<file path="src/rtl/pmem_arbiter.sv">
// N-port line arbiter in front of the single cacheline adaptor.
// One memory transaction outstanding; grant, address, write data and read data are registered.
//   state | meaning
//   IDLE  | no transaction outstanding, pending requests are arbitrated
//   BUSY  | pmem_read/pmem_write driven, waiting for pmem_resp
//   RESP  | req_resp pulse to the granted client
module pmem_arbiter #(
  parameter int NUM_PORTS  = 2,
  parameter int ADDR_WIDTH = 32,
  parameter int LINE_WIDTH = 256,
  parameter bit RR_EN      = 1'b1
) (
  input  logic                             clk,
  input  logic                             rst,
  input  logic [NUM_PORTS-1:0]             req_read,
  input  logic [NUM_PORTS-1:0]             req_write,
  input  logic [NUM_PORTS*ADDR_WIDTH-1:0]  req_address,
  input  logic [NUM_PORTS*LINE_WIDTH-1:0]  req_wdata,
  output logic [LINE_WIDTH-1:0]            req_rdata,
  output logic [NUM_PORTS-1:0]             req_resp,
  output logic                             pmem_read,
  output logic                             pmem_write,
  output logic [ADDR_WIDTH-1:0]            pmem_address,
  output logic [LINE_WIDTH-1:0]            pmem_wdata,
  input  logic [LINE_WIDTH-1:0]            pmem_rdata,
  input  logic                             pmem_resp
);

  localparam int IW = (NUM_PORTS > 1) ? $clog2(NUM_PORTS) : 1;

  typedef enum logic [1:0] {IDLE, BUSY, RESP} state_t;

  state_t               state, state_next;
  logic [IW-1:0]        ptr, ptr_next, grant, win, cand;
  logic                 found, load, done;
  logic [NUM_PORTS-1:0] pending;

  assign pending  = req_read | req_write;
  assign ptr_next = (grant == IW'(NUM_PORTS - 1)) ? '0 : grant + IW'(1);

  // Round-robin search starts at ptr and wraps; fixed priority starts at 0.
  always_comb begin
    win   = '0;
    found = 1'b0;
    cand  = '0;
    for (int i = 0; i < NUM_PORTS; i++) begin
      if (RR_EN) cand = IW'((int'(ptr) + i) % NUM_PORTS);
      else       cand = IW'(i);
      if (!found && pending[cand]) begin
        found = 1'b1;
        win   = cand;
      end
    end
  end

  always_comb begin
    state_next = state;
    load       = 1'b0;
    done       = 1'b0;
    case (state)
      IDLE: if (found) begin
        state_next = BUSY;
        load       = 1'b1;
      end
      BUSY: if (pmem_resp) begin
        state_next = RESP;
        done       = 1'b1;
      end
      RESP:    state_next = IDLE;
      default: state_next = IDLE;
    endcase
  end

  always_ff @(posedge clk) begin
    if (rst) state <= IDLE;
    else     state <= state_next;
  end

  always_ff @(posedge clk) begin
    if (rst) begin
      ptr          <= '0;
      grant        <= '0;
      pmem_read    <= 1'b0;
      pmem_write   <= 1'b0;
      pmem_address <= '0;
      pmem_wdata   <= '0;
      req_rdata    <= '0;
      req_resp     <= '0;
    end else begin
      req_resp <= '0;
      if (load) begin
        grant        <= win;
        pmem_address <= req_address[int'(win)*ADDR_WIDTH +: ADDR_WIDTH];
        pmem_wdata   <= req_wdata[int'(win)*LINE_WIDTH +: LINE_WIDTH];
        // a simultaneous read+write from one client is taken as a write
        pmem_write   <= req_write[win];
        pmem_read    <= ~req_write[win];
      end
      if (done) begin
        pmem_read       <= 1'b0;
        pmem_write      <= 1'b0;
        req_resp[grant] <= 1'b1;
        if (pmem_read) req_rdata <= pmem_rdata;
      end
      if (state == RESP && RR_EN) ptr <= ptr_next;
    end
  end

endmodule

</file>
<file path="config.mk">
export PLATFORM = sky130hd
export DESIGN_NAME = pmem_arbiter
export DESIGN_NICKNAME = d
export VERILOG_FILES = /design/src/rtl/pmem_arbiter.sv
export SDC_FILE = /design/constraint.sdc
export NUM_CORES = 1
export LEC_CHECK = 0
export BUFFER_PORTS_ARGS = -buffer_cell sky130_fd_sc_hd__buf_2
export CORE_AREA = 2 2 539 541
export CTS_CLUSTER_SIZE = 24
export DETAILED_ROUTE_END_ITERATION = 10
export DIE_AREA = 0 0 541 543
export PLACE_DENSITY = 0.34
export SKIP_CTS_REPAIR_TIMING = 1
export SLEW_MARGIN = 20
export SYNTH_ARGS = -nofsm -noshare
export SYNTH_HDL_FRONTEND = slang
export SYNTH_SLANG_ARGS = --single-unit
</file>
<file path="constraint.sdc">
create_clock -name clk -period 2.2 [get_ports clk]
set_clock_uncertainty 0.15 [all_clocks]
set_input_delay 0.11 -clock clk [delete_from_list [all_inputs] [get_ports clk]]
set_output_delay 0.11 -clock clk [all_outputs]
set_load 0.01 [all_outputs]
</file>
### Yosys cells after proc, flatten, opt, wreduce, memory -nomap -nowiden

Cells that the tools add are included.
Widths: inputs -> output; s select.

* register bits after elaboration: 552
* logic and storage cells: 53
* output and inout port bits: 548
* input port bits: 839

* reduce and logical (&&, ||, !) cells: 8
* magnitude comparators: 5
* equal/unequal tests: 4
* $add $sub $neg: 2
* mux-type cells: 20
* bitwise logic cells: 3
* shifts and indexed selects: 2

Operators with widths (count)
* $shiftx 512x10->256: 1
* $shiftx 64x7->32: 1
* $mux 1: 16
* $lt 1x2->1 const B: 4
* $mux 2: 2
* $ne 2x2->1 const B: 2
* $pmux 2 s2: 1
* $reduce_and 2->1: 2
* $reduce_or 2->1: 2
* $add 1x1->1 const B: 2
* $eq 2x1->1 const B: 1
* $eq 2x2->1 const B: 1
* $logic_and 1x1->1: 2
* $logic_not 2->1: 1
* $not 1->1: 2
* $or 2x2->2: 1
* $demux 1 s1: 1
* $ge 1x1->1 const B: 1
* $logic_not 1->1: 1

### Depth between registers and ports, before layout

Gate-level depths: netlist of run 1.

* depth in word-level cells: 10
* mapped depth: 6
* gate-level depth less buffers: 3

### Worst setup path before layout of run 1

Ideal clock, no wire load.

* path kind: reg-to-reg
* start: register state[0]
* end: register pmem_address[0]
* library setup time: 0.142 ns
* slack: 0.451 ns
* data arrival time: 1.457 ns
* cell stages (with the launch flop): 6
* cell sequence: dfxtp_1 -> or2_2 -> nor2_2 -> buf_2 -> clkbuf_1 -> a311oi_1

* longest elaborated chain between the ends: 2

Ends and longest elaborated chain
* start: declaration: RTL line 33 `state_t state, state_next;`
* start signal: assignment: RTL line 76 `else state <= state_next;`
* $logic_not 2->1: RTL line 60 `case (state)`
* $mux 1: RTL line 60
* end signal: assignment: RTL line 93 `pmem_address <= req_address[int'(win)*ADDR_WIDTH +: ADDR_WIDTH];`
* end: declaration: RTL line 23 `output logic [ADDR_WIDTH-1:0] pmem_address,`

Every way passes these cells.
A chain may end at the register's enable or synchronous reset.

### Worst setup path after layout of run 1

* start: input port req_write[1]
* end: register pmem_wdata[250]

* longest elaborated chain between the ends: 9

Ends and longest elaborated chain
* start: declaration: RTL line 16 `input logic [NUM_PORTS-1:0] req_write,`
* $or 2x2->2 *: RTL line 38 `assign pending = req_read | req_write;`
* branches (longest 8 deep; another with $shiftx 512x10->256)
* end signal: assignment: RTL line 94 `pmem_wdata <= req_wdata[int'(win)*LINE_WIDTH +: LINE_WIDTH];`
* end: declaration: RTL line 24 `output logic [LINE_WIDTH-1:0] pmem_wdata,`

Every way passes the cells marked *. The select of a mux whose other input is x is not followed.

==> results of run 1 <==
[per-stage QoR]
stage | setup slack, ns | TNS, ns | cells | util | hold WS (ns)
after floorplan | 0.451 | 0 | 2847 | - | 0.0960
after detailed placement | -0.210 | -0.560 | 7865 | 0.122 | 0.208
final | -0.0246 | -0.0246 | 9046 | 0.166 | 0.0190
after global routing | -0.00515 | -0.00515 | 9037 | 0.166 | -0.0133
after global placement | -0.363 | -1.23 | 7865 | 0.122 | 0.203
after CTS | -0.241 | -0.653 | 7995 | 0.130 | -0.674
[worst register-to-register path: stages (launching register included)]
cell,delay (ns)
dfxtp_1,0.39
o21ba_4,0.20
buf_12,0.15
buf_12,0.21
o21ai_0,0.69
a311oi_1,0.19
[worst max-delay path by stage]
stage / start / endpoint / depth (start not counted)
2_1_floorplan: state[0] / pmem_address[0] / 5
3_3_place_gp: ptr / pmem_wdata[83] / 4
3_5_place_dp: ptr / pmem_wdata[57] / 4
4_1_cts: ptr / pmem_wdata[57] / 4
5_1_grt: ptr / pmem_wdata[2] / 6
6_report: req_write[1] / pmem_wdata[250] / 9
[report_power, final]
part	internal, mW	switching, mW
logic	3.39	4.04
registers	10.8	0.481
clock network	7.14	5.22
total	21.3	9.74
[cells in the final DEF, fill, tap and decap left out, types with 2 or more instances in the layout]
cell,netlist,layout
bufinv_16,0,2
inv_6,0,3
inv_1,3,3
buf_2,72,1385
diode_2,0,23
nand3_1,290,290
nor2_4,0,3
nor2_1,3,2
clkbuf_16,0,77
o21ai_1,18,23
nand2_1,514,514
buf_4,1,151
clkinv_2,0,5
clkbuf_8,0,13
dlygate4sd3_1,0,1026
clkbuf_1,259,27
dfxtp_1,552,552
o21ai_0,272,267
buf_12,0,42
a21oi_1,547,547
a311oi_1,288,288
[kinds of logic after synthesis]
group | Yosys count
compound gates | 1133
simple gates | 819
flops | 552
buf+inv | 343
[cell type report]
class / count / area, sq um / share of cell area
multi-input cells: 1952 / 10300 / 0.216
inverters: 3 / 11.3 / 0.000236
flip-flops and latches: 552 / 11100 / 0.232
clock inverters: 13 / 165 / 0.00346
repair buffers: 2605 / 19200 / 0.402
well taps: 3781 / 4730 / 0.0991
diodes: 23 / 57.6 / 0.00121
clock buffers: 117 / 2210 / 0.0463
[per-layer routing]
metal	GRT usage	wire length, microns	vias up
met5	0	277	-
met4	0.0402	7230	44
met3	0.0431	14200	326
met2	0.204	92500	1600
met1	0.127	73100	15800
li1	-	-	15100
[flip-flops by register name (all words and copies together), names as in the netlist]
name          flops
grant             1
pmem_address     32
pmem_read         1
pmem_wdata      256
pmem_write        1
ptr               1
req_rdata       256
req_resp          2
state             2
==> summary.txt, run 1 <==
Status
  – Outcome: finished, violations left
  – Violated checks: setup timing

Route
  – Initial DRC count: 2317
  – Vias: 32800
  – Final ANT Viol Nets: 0
  – Drt total wl: 187 mm
  – Router iterations before antenna repair: 6
  – Remaining DRCs: 0
  – Wire length per cell: 20.7 microns
  – Post-DR vias/cell: 3.63

Setup path
  – Critical path arrival: 2.72 ns
  – CP max stage cell: dlygate4sd3_1
  – Reg2reg start: ptr
  – Critical path class: in -> reg
  – Reg2reg setup slack: 0.07 ns
  – CP peak stage delay: 0.58 ns
  – CP cell instances: dlygate4sd3_1 -> buf_2 -> nor4_2 -> dlygate4sd3_1 -> buf_4 -> nor2_4 -> buf_12 -> buf_12 -> a311oi_1
  – Critical path capture point type: flop
  – Crit path max fanout: 48
  – CP startpoint kind: input port
  – Reg2reg end: pmem_wdata[34]
  – Worst Reg-to-Reg Cells: 5
  – Worst EP required: 2.69 ns
  – Critical path's top delay family: buffers and inverters
  – WP buf/inv: 6

Power
  – P_leak: 19.3 nW
  – Worst IR Drop VDD: 476 uV
  – Design Power: 31.0 mW
  – Pwr Density: 650 mW/mm^2

CTS
  – Sink Count: 552
  – Num CTS Buffers: 77
  – Clock tree buffer depth: 4
  – CTS Root Buffer Type: clkbuf_16
  – Clock insertion delay at the later pin of the skew report: 0.75 ns
  – H-tree Lvls: 3
  – Clk pin slew, worst setup/hold paths: 0.06 ns
  – CTS tree: yes

Synthesis
  – Synth Area in XOR/XNOR: 0
  – Number of synthesized flops with an enable pin: 0
  – Syn Area/Cell: 7.97 sq um
  – Post-synth top cells: dfxtp_1, a21oi_1, nand2_1, nand3_1, a311oi_1
  – Multiplexer share of the synthesized area: 0
  – Main combinational cell family by area after synthesis: compound AO/OA/AOI/OAI gates
  – Post-Synth Simple-Gate Area: 0.153
  – Ranking of synthesized cells by area: dfxtp_1, a21oi_1, a311oi_1
  – Post-synthesis compound-gate area fraction: 0.299
  – Yosys cell types: 32
  – Seq cells post-synth: 552
  – Syn Inst Count: 2847
  – Top cell type's share of synthesized area: 0.487
  – Post-synth top flop: dfxtp_1
  – Post-synthesis async set-or-reset flop share: 0
  – Sequential area share after synthesis: 0.487
  – Syn_nets: 3686
  – Yosys warns: 0
  – Most numerous cell in the Yosys netlist: dfxtp_1
  – Adder-Cell Fraction of Synth Area: 0
  – Mapped Area: 0.0227 sq mm
  – Yosys top cell by area: dfxtp_1

Finish
  – Layout fillers: 32700
  – Synthesis-to-finish area growth: 110%
  – Final instance area: 0.0477 sq mm
  – Final #Nets: 6030
  – Layout cell share with drive strength beyond 1: 0.323

Worst hold path
  – Hold Path Cell Cnt: 4
  – Worst hold path endpoint: req_rdata[30]
  – Worst min-delay path category: in -> reg
  – Hold path start: pmem_rdata[30]

GRT
  – Antenna violations before repair: 58
  – Largest net degree at the start of global routing: 63
  – Total GRT Usage: 0.116
  – First-pass GRT wire length: 241 mm
  – Vias in the first global route: 28500
  – Grt total ovfl: 0

Floorplan
  – Row Count: 197
  – CORE AREA: 0.287 sq mm
  – DIE AREA: 0.294 sq mm
  – I/O Pins: 1387
  – Die width: 541 microns
  – Initial Utilization: 0.0790
  – Die Ht: 543 microns

Timing
  – Final worst path period share: 1.01
  – Slew Limit Fails: 0
  – Final hold violation count: 0
  – Fmax: 0.450 GHz
  – Slew HR: 0.440
  – Worst Tran Pin Value: 0.832 ns
  – Final Critical Period: 2.22 ns
  – Worst setup margin: -0.0246 ns
  – Final setup viols: 1

Place
  – IO buf count: 1386
  – Placer Congestion: 0.884
  – Detail Placement HPWL: 148 mm
  – DP Area: 0.0350 sq mm

Job
  – Max Cap Viol: 0
Note: power is estimated with default switching activity, not from simulation.
==> inputs of run 2 (changes only) <==
==> constraint.sdc (replaced) <==
create_clock -name clk -period 2.2 [get_ports clk]
set_clock_uncertainty 0.15 [all_clocks]
set_input_delay 0 -clock clk [delete_from_list [all_inputs] [get_ports clk]]
set_output_delay 0 -clock clk [all_outputs]
set_load 0.01 [all_outputs]
==> run 2 against run 1 <==
Effect of this change: the run ends with hold timing left; count of clock-buffer cells in the layout decreased by 3; non-clock buffer count up 450; core utilization increased by 1.7 points; clock power about the same; critical endpoint is now pmem_address[14].
==> summary.txt, run 2 (synthesis results as in run 1) <==
Status
  – Outcome: finished, violations left
  – Violated checks: hold timing

Setup path
  – Worst EP required: 2.72 ns
  – CP startpoint kind: flop
  – Critical path arrival: 2.66 ns
  – CP max stage cell: dlygate4sd3_1
  – Critical path capture point type: flop
  – CP cell instances: o21ba_4 -> buf_12 -> o21ai_0 -> dlygate4sd3_1 -> a311oi_1
  – Crit path max fanout: 45
  – CP peak stage delay: 0.57 ns
  – Critical path class: reg -> reg

Floorplan
  – Initial Utilization: 0.0790
  – I/O Pins: 1387
  – Die Ht: 543 microns
  – CORE AREA: 0.287 sq mm
  – Die width: 541 microns
  – DIE AREA: 0.294 sq mm
  – Row Count: 197

Worst hold path
  – Worst min-delay path category: in -> reg

Place
  – IO buf count: 1386
  – Placer Congestion: 0.856
  – DP Cell Count: 7823
  – Detail Placement HPWL: 148 mm

Power
  – Sw Ratio: 0.313
  – Design Power: 32.1 mW
  – Sequential share of power: 0.350
  – Net Sw Power: 10.0 mW
  – Pwr Density: 611 mW/mm^2
  – Clock power frac: 0.397
  – P_leak: 21.2 nW
  – Worst IR Drop VDD: 497 uV
  – Gate power share: 0.252
  – Pint: 22.0 mW

Route
  – Post-DR vias/cell: 3.65
  – Router iterations before antenna repair: 5
  – Initial DRC count: 2430
  – Final ANT Viol Nets: 0
  – Vias: 34700
  – Drt total wl: 193 mm
  – Remaining DRCs: 0
  – Wire length per cell: 20.3 microns

CTS
  – CTS Root Buffer Type: clkbuf_16
  – Num CTS Buffers: 80
  – H-tree Lvls: 3
  – Clock insertion delay at the later pin of the skew report: 0.76 ns
  – Sink Count: 552
  – Clk pin slew, worst setup/hold paths: 0.06 ns
  – CTS tree: yes
  – Clock tree buffer depth: 4

GRT
  – First-pass GRT wire length: 244 mm
  – Total GRT Usage: 0.118
  – Largest net degree at the start of global routing: 104
  – Grt total ovfl: 0
  – Vias in the first global route: 28100
  – Antenna violations before repair: 71

Timing
  – Final hold violation count: 2
  – WHS: -0.00126 ns
  – Slew HR: 0.423
  – Worst Tran Pin Value: 0.865 ns
  – Final Critical Period: 2.14 ns
  – Final worst path period share: 0.974
  – Final setup viols: 0
  – Fmax: 0.467 GHz
  – Slew Limit Fails: 0

Finish
  – Top Registers: pmem_wdata: 256 flops, req_rdata: 256 flops, pmem_address: 32 flops
  – Most common cell after layout, fill and taps aside: dlygate4sd3_1
  – Final #Nets: 6483
  – Non-filler cells, final: 9504
  – Synthesis-to-finish area growth: 131%
  – Layout cell share with drive strength beyond 1: 0.291
  – Commonest cells after routing, fill and taps aside: dlygate4sd3_1, buf_2, dfxtp_1, a21oi_1, nand2_1

Job
  – Max Cap Viol: 0
-- run 2: cell types whose count changed in the layout (fill, tap and decap cells not counted), moves of 2 or more --
cell,previous run,this run
clkinv_4,0,2
buf_12,42,52
diode_2,23,28
clkinv_2,5,7
clkbuf_1,27,22
clkbuf_16,77,80
inv_6,3,5
o21ai_1,23,18
o21ai_0,267,272
buf_4,151,97
dlygate4sd3_1,1026,1520
-- run 2: per-stage QoR --
step | cell area (sq um) | hold slack [ns] | setup slack, ns | utilization | setup TNS [ns]
floorplan | 22700 | -0.0140 | 0.451 | - | 0
global placement | 34800 | 0.0931 | 0.132 | 0.121 | 0
detailed placement | 34800 | 0.0997 | 0.101 | 0.121 | 0
CTS | 37300 | -0.790 | 0.0668 | 0.130 | 0
global route | 52500 | -0.00656 | -0.0123 | 0.183 | -0.0123
finish | 52500 | -0.00126 | 0.0582 | 0.183 | 0
-- run 2: final cells by class --
cell class	count	area, sq um
antenna	28	70.1
clock buffer	114	2250
clock inverter	19	188
fill	32400	235000
inverter	3	11.3
multi-input combinational	1952	10300
sequential	552	11100
tap	3781	4730
timing repair buffer	3055	23900
-- run 2: routing by layer --
layer / vias to the layer above / wire length (microns) / track usage
met5: - / 267 / 0
met4: 40 / 7350 / 0.0371
met3: 371 / 13900 / 0.0386
met2: 1683 / 96300 / 0.211
met1: 16600 / 75100 / 0.131
li1: 16000 / - / -
-- run 2: worst paths after layout --
kind / start / endpoint / slack (ns) / depth (start not counted)
max reg2reg: ptr / pmem_address[14] / 0.06 / 5
min: req_wdata[143] / pmem_wdata[143] / -0.001 / 4
max: ptr / pmem_address[14] / 0.06 / 5
min reg2reg: req_rdata[192] / req_rdata[192] / 0.30 / 2
-- run 2: power groups by stage --
stage                     Clock, mW  Sequential, mW  Combinational [mW]
after floorplan                   0            11.7                2.09
after global placement            0            11.4                5.89
after detailed placement          0            11.4                5.87
after CTS                      13.3            11.2                5.88
after global routing           13.6            11.3                8.67
final                          12.7            11.2                8.09
-- run 2: critical path: cells and delay by family (launching register included) --
kind | cells | cell delay, ns
buf+inv | 2 | 0.82
flops | 1 | 0.34
compound gates | 3 | 0.69
